### src/rtl/buffer_elastico_operandos_if.sv
// Handshake bundle between the operand mux (producer), the elastic buffer and the ALU (consumer).
// The master side is the environment around the buffer; the slave side is the buffer itself.
interface buffer_elastico_operandos_if #(
    parameter int ANCHO     = 16,
    parameter int ANCHO_ETQ = 2,
    parameter int ANCHO_CNT = 8
);
    logic [ANCHO-1:0]     Entrada;
    logic [ANCHO_ETQ-1:0] EtiquetaEntrada;
    logic                 ValidoEntrada;
    logic                 ListoEntrada;
    logic                 Vaciar;
    logic [ANCHO-1:0]     Salida;
    logic [ANCHO_ETQ-1:0] EtiquetaSalida;
    logic                 ValidoSalida;
    logic                 ListoSalida;
    logic [1:0]           Ocupacion;
    logic [ANCHO_CNT-1:0] ContadorEsperas;

    modport master (
        output Entrada, EtiquetaEntrada, ValidoEntrada, Vaciar, ListoSalida,
        input  ListoEntrada, Salida, EtiquetaSalida, ValidoSalida, Ocupacion, ContadorEsperas
    );

    modport slave (
        input  Entrada, EtiquetaEntrada, ValidoEntrada, Vaciar, ListoSalida,
        output ListoEntrada, Salida, EtiquetaSalida, ValidoSalida, Ocupacion, ContadorEsperas
    );
endinterface

### src/rtl/buffer_elastico_operandos.sv
// Two-entry elastic buffer carrying mux words and their selector tags to the ALU operand latch,
// plus a saturating counter of cycles in which the ALU held off a valid operand.
module buffer_elastico_operandos #(
    parameter int ANCHO     = 16,
    parameter int ANCHO_ETQ = 2,
    parameter int ANCHO_CNT = 8
) (
    input  logic                          Reloj,
    input  logic                          Reset,
    buffer_elastico_operandos_if.slave    bus
);
    // State encoding doubles as the occupancy count.
    typedef enum logic [1:0] {
        VACIO = 2'd0,
        UNO   = 2'd1,
        LLENO = 2'd2
    } estado_t;

    estado_t              state_q, state_d;
    logic [ANCHO-1:0]     head_data_q, head_data_d;
    logic [ANCHO_ETQ-1:0] head_tag_q, head_tag_d;
    logic [ANCHO-1:0]     tail_data_q, tail_data_d;
    logic [ANCHO_ETQ-1:0] tail_tag_q, tail_tag_d;
    logic [ANCHO_CNT-1:0] stall_cnt_q, stall_cnt_d;
    logic                 push;
    logic                 pop;

    always_ff @(posedge Reloj or posedge Reset) begin
        if (Reset) begin
            state_q     <= VACIO;
            head_data_q <= '0;
            head_tag_q  <= '0;
            tail_data_q <= '0;
            tail_tag_q  <= '0;
            stall_cnt_q <= '0;
        end else begin
            state_q     <= state_d;
            head_data_q <= head_data_d;
            head_tag_q  <= head_tag_d;
            tail_data_q <= tail_data_d;
            tail_tag_q  <= tail_tag_d;
            stall_cnt_q <= stall_cnt_d;
        end
    end

    always_comb begin
        state_d     = state_q;
        head_data_d = head_data_q;
        head_tag_d  = head_tag_q;
        tail_data_d = tail_data_q;
        tail_tag_d  = tail_tag_q;
        push        = bus.ValidoEntrada && (state_q != LLENO);
        pop         = (state_q != VACIO) && bus.ListoSalida;

        if (bus.Vaciar) begin
            state_d     = VACIO;
            head_data_d = '0;
            head_tag_d  = '0;
            tail_data_d = '0;
            tail_tag_d  = '0;
        end else begin
            unique case (state_q)
                VACIO: begin
                    if (push) begin
                        head_data_d = bus.Entrada;
                        head_tag_d  = bus.EtiquetaEntrada;
                        state_d     = UNO;
                    end
                end
                UNO: begin
                    if (push && pop) begin
                        head_data_d = bus.Entrada;
                        head_tag_d  = bus.EtiquetaEntrada;
                    end else if (push) begin
                        tail_data_d = bus.Entrada;
                        tail_tag_d  = bus.EtiquetaEntrada;
                        state_d     = LLENO;
                    end else if (pop) begin
                        head_data_d = '0;
                        head_tag_d  = '0;
                        state_d     = VACIO;
                    end
                end
                LLENO: begin
                    if (pop) begin
                        head_data_d = tail_data_q;
                        head_tag_d  = tail_tag_q;
                        tail_data_d = '0;
                        tail_tag_d  = '0;
                        state_d     = UNO;
                    end
                end
                default: begin
                    state_d = VACIO;
                end
            endcase
        end
    end

    // The stall counter ignores flushes and sticks at all-ones instead of wrapping.
    always_comb begin
        stall_cnt_d = stall_cnt_q;
        if ((state_q != VACIO) && !bus.ListoSalida && (stall_cnt_q != '1)) begin
            stall_cnt_d = stall_cnt_q + 1'b1;
        end
    end

    assign bus.ListoEntrada    = (state_q != LLENO);
    assign bus.ValidoSalida    = (state_q != VACIO);
    assign bus.Ocupacion       = state_q;
    assign bus.Salida          = head_data_q;
    assign bus.EtiquetaSalida  = head_tag_q;
    assign bus.ContadorEsperas = stall_cnt_q;
endmodule

### src/flat_wrapper.sv
// flat-port wrapper written by rule: the top's interface ports become plain ports
module buffer_elastico_operandos_flat 
#(
    parameter int ANCHO     = 16,
    parameter int ANCHO_ETQ = 2,
    parameter int ANCHO_CNT = 8
)
  (Reloj, Reset, bus_Entrada, bus_EtiquetaEntrada, bus_ValidoEntrada, bus_Vaciar, bus_ListoSalida, bus_ListoEntrada, bus_Salida, bus_EtiquetaSalida, bus_ValidoSalida, bus_Ocupacion, bus_ContadorEsperas);
  buffer_elastico_operandos_if #(.ANCHO(ANCHO), .ANCHO_ETQ(ANCHO_ETQ), .ANCHO_CNT(ANCHO_CNT)) bus_i ();
  input  logic Reloj;
  input  logic Reset;
  input wire logic [$bits(bus_i.Entrada)-1:0] bus_Entrada;
  input wire logic [$bits(bus_i.EtiquetaEntrada)-1:0] bus_EtiquetaEntrada;
  input wire logic [$bits(bus_i.ValidoEntrada)-1:0] bus_ValidoEntrada;
  input wire logic [$bits(bus_i.Vaciar)-1:0] bus_Vaciar;
  input wire logic [$bits(bus_i.ListoSalida)-1:0] bus_ListoSalida;
  output wire logic [$bits(bus_i.ListoEntrada)-1:0] bus_ListoEntrada;
  output wire logic [$bits(bus_i.Salida)-1:0] bus_Salida;
  output wire logic [$bits(bus_i.EtiquetaSalida)-1:0] bus_EtiquetaSalida;
  output wire logic [$bits(bus_i.ValidoSalida)-1:0] bus_ValidoSalida;
  output wire logic [$bits(bus_i.Ocupacion)-1:0] bus_Ocupacion;
  output wire logic [$bits(bus_i.ContadorEsperas)-1:0] bus_ContadorEsperas;
  assign bus_i.Entrada = bus_Entrada;
  assign bus_i.EtiquetaEntrada = bus_EtiquetaEntrada;
  assign bus_i.ValidoEntrada = bus_ValidoEntrada;
  assign bus_i.Vaciar = bus_Vaciar;
  assign bus_i.ListoSalida = bus_ListoSalida;
  assign bus_ListoEntrada = bus_i.ListoEntrada;
  assign bus_Salida = bus_i.Salida;
  assign bus_EtiquetaSalida = bus_i.EtiquetaSalida;
  assign bus_ValidoSalida = bus_i.ValidoSalida;
  assign bus_Ocupacion = bus_i.Ocupacion;
  assign bus_ContadorEsperas = bus_i.ContadorEsperas;
  buffer_elastico_operandos #(.ANCHO(ANCHO), .ANCHO_ETQ(ANCHO_ETQ), .ANCHO_CNT(ANCHO_CNT)) u_core (.Reloj(Reloj), .Reset(Reset), .bus(bus_i));
endmodule
### config.mk
export PLATFORM = sky130hd
export DESIGN_NAME = buffer_elastico_operandos_flat
export DESIGN_NICKNAME = d
export VERILOG_FILES = /design/src/rtl/buffer_elastico_operandos_if.sv /design/src/rtl/buffer_elastico_operandos.sv /design/src/flat_wrapper.sv
export SDC_FILE = /design/constraint.sdc
export NUM_CORES = 1
export LEC_CHECK = 0
export CAP_MARGIN = 25
export CORE_MARGIN = 4
export CORE_UTILIZATION = 45
export DETAILED_ROUTE_END_ITERATION = 6
export PLACE_DENSITY = 0.83
export SYNTH_ARGS = -nofsm -noshare
export SYNTH_HDL_FRONTEND = slang
export SYNTH_SLANG_ARGS = --single-unit
### constraint.sdc
create_clock -name Reloj -period 2.5 [get_ports Reloj]
set_input_delay 0.5 -clock Reloj [delete_from_list [all_inputs] [get_ports Reloj]]
set_output_delay 0.5 -clock Reloj [all_outputs]
set_load 0.02 [all_outputs]
==> summary.txt, run 1 <==
Clock tree
  • CTS tree: built
  • Root buffer cell: clkbuf_8
  • Num CTS Buffers: 5
  • H-tree levels: 2
  • # hold bufs at CTS: 0
  • Max clock buf depth: 2
  • Worst-skew pair later-pin latency: 0.30 ns
  • CTS sink cnt: 46
  • Clock transition at path regs: 0.09 ns

Power
  • Leak: 1.32 nW
  • VDD IR max: 0.556 mV
  • Clk pwr share: approximately a quarter
  • Reg power frac: 42.0%
  • P_sw: between 0.0007 and 0.0008 W
  • Int Pwr: 0.00152 W
  • Part of the power in combinational logic: about 34%
  • PD cells: 719 mW/mm^2
  • Switching Fraction: 34.4%
  • Total power: between 0.002 and 0.0025 W

GRT
  • M3 GR Usage: 3.25%
  • Initial antenna violation count: 0
  • Met2 Usage GRT: 33.3%
  • Grt met1 use: 25.1%
  • Number of global-route vias before repair: 2,120
  • Largest net degree at the start of global routing: 37
  • First-pass GRT wire length: 10.2 mm
  • Total gr overflow: 0
  • GRT busiest layer: met2
  • GRT Overall Usage: 19.7%

Setup path
  • Critical Path Sink Type: output port
  • Crit. Startpoint: u_core.bus.Ocupacion[0]
  • Crit path max fanout: 6
  • CP Class: reg2out
  • Arrival @ worst endpoint: roughly 1.8 ns
  • Reg2Reg Setup Slack: 0.28 ns
  • CP startpoint kind: register
  • Worst Path Required: 2.00 ns
  • Worst flop-to-flop path startpoint: u_core.bus.Ocupacion[0]
  • Register-to-Register Path Depth: 7
  • End of the worst register-to-register path: u_core.tail_data_q[4]

Synthesis
  • Post-Synthesis Cells: ~270
  • Multiplexer area fraction after synthesis: 0.896%
  • Post-synthesis sequential area ratio: 45.8%
  • Syn nets: 296
  • Largest family of logic cells by synthesized area: compound AO/OA/AOI/OAI gates
  • Cell with the most instances after synthesis: nand3_1
  • Synth Area in Adders: 1.99%
  • Post-synth top cells: nand3_1, dfrtp_1, a21oi_1
  • Yosys top cell by area: dfrtp_1
  • Yosys top cell area share: 45.8%
  • Synth Warn #: 0
  • Synth unique cells: 41
  • Post-synthesis simple-gate area fraction: 18.3%
  • Synth area leaders: dfrtp_1, nand3_1, a21oi_1
  • Yosys reg bits: 46
  • Fraction of registers with async set/reset: 100%
  • Post-Syn Area: 0.00251 sq mm
  • Synthesized area per cell: 9.34 sq um
  • Synth Flop Type: dfrtp_1
  • Post-synthesis xor/xnor area fraction: roughly 1.4%
  • Synth Area in Compound Gates: 23.8%
  • Post-synth EDFFs: 0

Placed design
  • Setup slack at placement: approximately 0.19 ns
  • GP Congestion: 0.842
  • PortBufs: between 50 and 60
  • Final HPWL DP: 4.32 mm

Outcome
  • Status: finished, final reports clean

Timing
  • PnR worst setup slack: 0.212 ns
  • Fmax: 437 MHz
  • Rel. slew slack: a little under two fifths
  • Worst-margin pin slew: 0.948 ns
  • Final Cycle Share: 91.5%
  • RSZ-0062 raised after global routing: false
  • Hold Violations, Final: 0
  • Count of pins over their slew limit: 0
  • Hold Slack: 0.496 ns
  • # setup viols final: 0
  • Setup TNS Final: 0 ns
  • Skew final: 0.00966 ns
  • Tmin final: 2.29 ns

Floorplan
  • DIE WIDTH: 82.7 microns
  • Rows: 26
  • Die H: 82.7 microns
  • Starting Density: 47.7%
  • Core area: 0.00527 sq mm
  • Area of the die: ~0.007 sq mm
  • Boundary Pins: 53

Layout
  • Area delta synth->final: 28.4%
  • Share of cells above drive strength 1: 13.0%
  • Nets: 348
  • Antenna fix cells: 0
  • Final core occ: 61.3%
  • # fillers: 455

Hold path
  • Worst hold endpoint: u_core.bus.EtiquetaSalida[0]
  • HP Start: u_core.bus.EtiquetaSalida[0]
  • Hold crit path type: reg2reg
  • Hold depth: 1

Route
  • Post-route ant nets: 0
  • Via density: 5.64
  • Avg WL per Cell: around 16 microns
  • Drt first pass iters: 4
  • DR vias: between 2,000 and 2,500
  • Routed WL: 6.18 mm
  • Drc violations: 0
  • Initial DRC count: 223

Run
  • MaxCap Viol Count: 0
[cell type report]
class                   count  area, sq um  share of cell area [%]
clock buffers               7         76.3                    2.36
clock inverters             1         30.0                   0.930
inverters                  24         90.1                    2.79
multi-input cells         181         1170                    36.2
flip-flops and latches     46         1150                    35.7
well taps                  70         87.6                    2.71
repair buffers             63          623                    19.3
[what timing repair did]
action,4_1_cts,5_1_grt
resized for setup,0,1
setup buffers,0,0
endpoints found under the hold margin,0,0
setup endpoints to repair,0,1
[registers in the layout, indices dropped and copies added, names as in the netlist]
signal                      cells
u_core.bus.ContadorEsperas      8
u_core.bus.EtiquetaSalida       2
u_core.bus.Ocupacion            2
u_core.bus.Salida              16
u_core.tail_data_q             16
u_core.tail_tag_q               2
[worst max path at each step]
stage               cells past startpoint  slack [ns]                    end
CTS                                     4        0.11       bus_ValidoSalida
global route                            7        0.08  u_core.tail_data_q[4]
global placement                        5        0.23  u_core.bus.Salida[11]
detailed placement                      5        0.19   u_core.bus.Salida[3]
floorplan                               8        0.49   u_core.bus.Salida[3]
finish                                  4        0.21       bus_ListoEntrada
[cells in the final DEF (no fill, tap or decap), types with 3 or more instances in the layout]
cell type,n
nand3_1,57
clkdlybuf4s50_1,52
dfrtp_1,46
a21oi_1,40
inv_1,22
o21ai_0,21
o2bb2ai_2,9
o2bb2ai_1,9
buf_4,9
nand2_1,6
clkbuf_8,5
nor2_2,3
xnor2_1,3
ha_1,3
[per-stage QoR]
stage,area [sq um],cells
after detailed placement,3100,383
after CTS,3210,391
final,3230,392
after global placement,3100,383
after global routing,3230,392
after floorplan,2510,269
[kinds of logic (layout without fill, tap and decap cells)]
family | Yosys count | in the layout
AND/OR/NAND/NOR | 84 | 84
XOR/XNOR | 4 | 4
adder cells (fa/ha/maj) | 4 | 4
flip-flops | 46 | 46
buffers and inverters | 42 | 95
AO/OA/AOI/OAI | 87 | 87
multiplexers | 2 | 2
[power by group through the flow]
| stage | sequential [W] | clock [W] | combinational (W) |
|---|---|---|---|
| 2_1_floorplan | 0.00109 | 0 | 0.000350 |
| 3_3_place_gp | 0.000984 | 0 | 0.000777 |
| 3_5_place_dp | 0.000985 | 0 | 0.000796 |
| 4_1_cts | 0.000974 | 0.000563 | 0.000796 |
| 5_1_grt | 0.000996 | 0.000593 | 0.000868 |
| 6_report | 0.000974 | 0.000549 | 0.000797 |
[worst max-delay path: stages (launching register included)]
cell,delay [ns]
dfrtp_1,0.44
inv_1,0.09
ha_1,0.26
inv_2,0.09
clkdlybuf4s50_1,0.60
[metal layers]
| layer | wire length (microns) | up-vias | share of wire (%) |
|---|---|---|---|
| li1 | - | 1069 | - |
| met1 | 2670 | 1060 | 43 |
| met2 | 3020 | 72 | 49 |
| met3 | 384 | 9 | 6.2 |
| met4 | 93 | 0 | 1.5 |
| met5 | 0 | - | 0 |
No activity file was read; power rests on OpenSTA's default activity.
==> run 2, diff against run 1 <==
--- a/config.mk
+++ b/config.mk
@@ -13,3 +13,4 @@
 export SYNTH_ARGS = -nofsm -noshare
 export SYNTH_HDL_FRONTEND = slang
 export SYNTH_SLANG_ARGS = --single-unit
+export TNS_END_PERCENT = 10
==> results of run 2 <==
No change in the layout: final DEF, timing and power equal those of run 1.
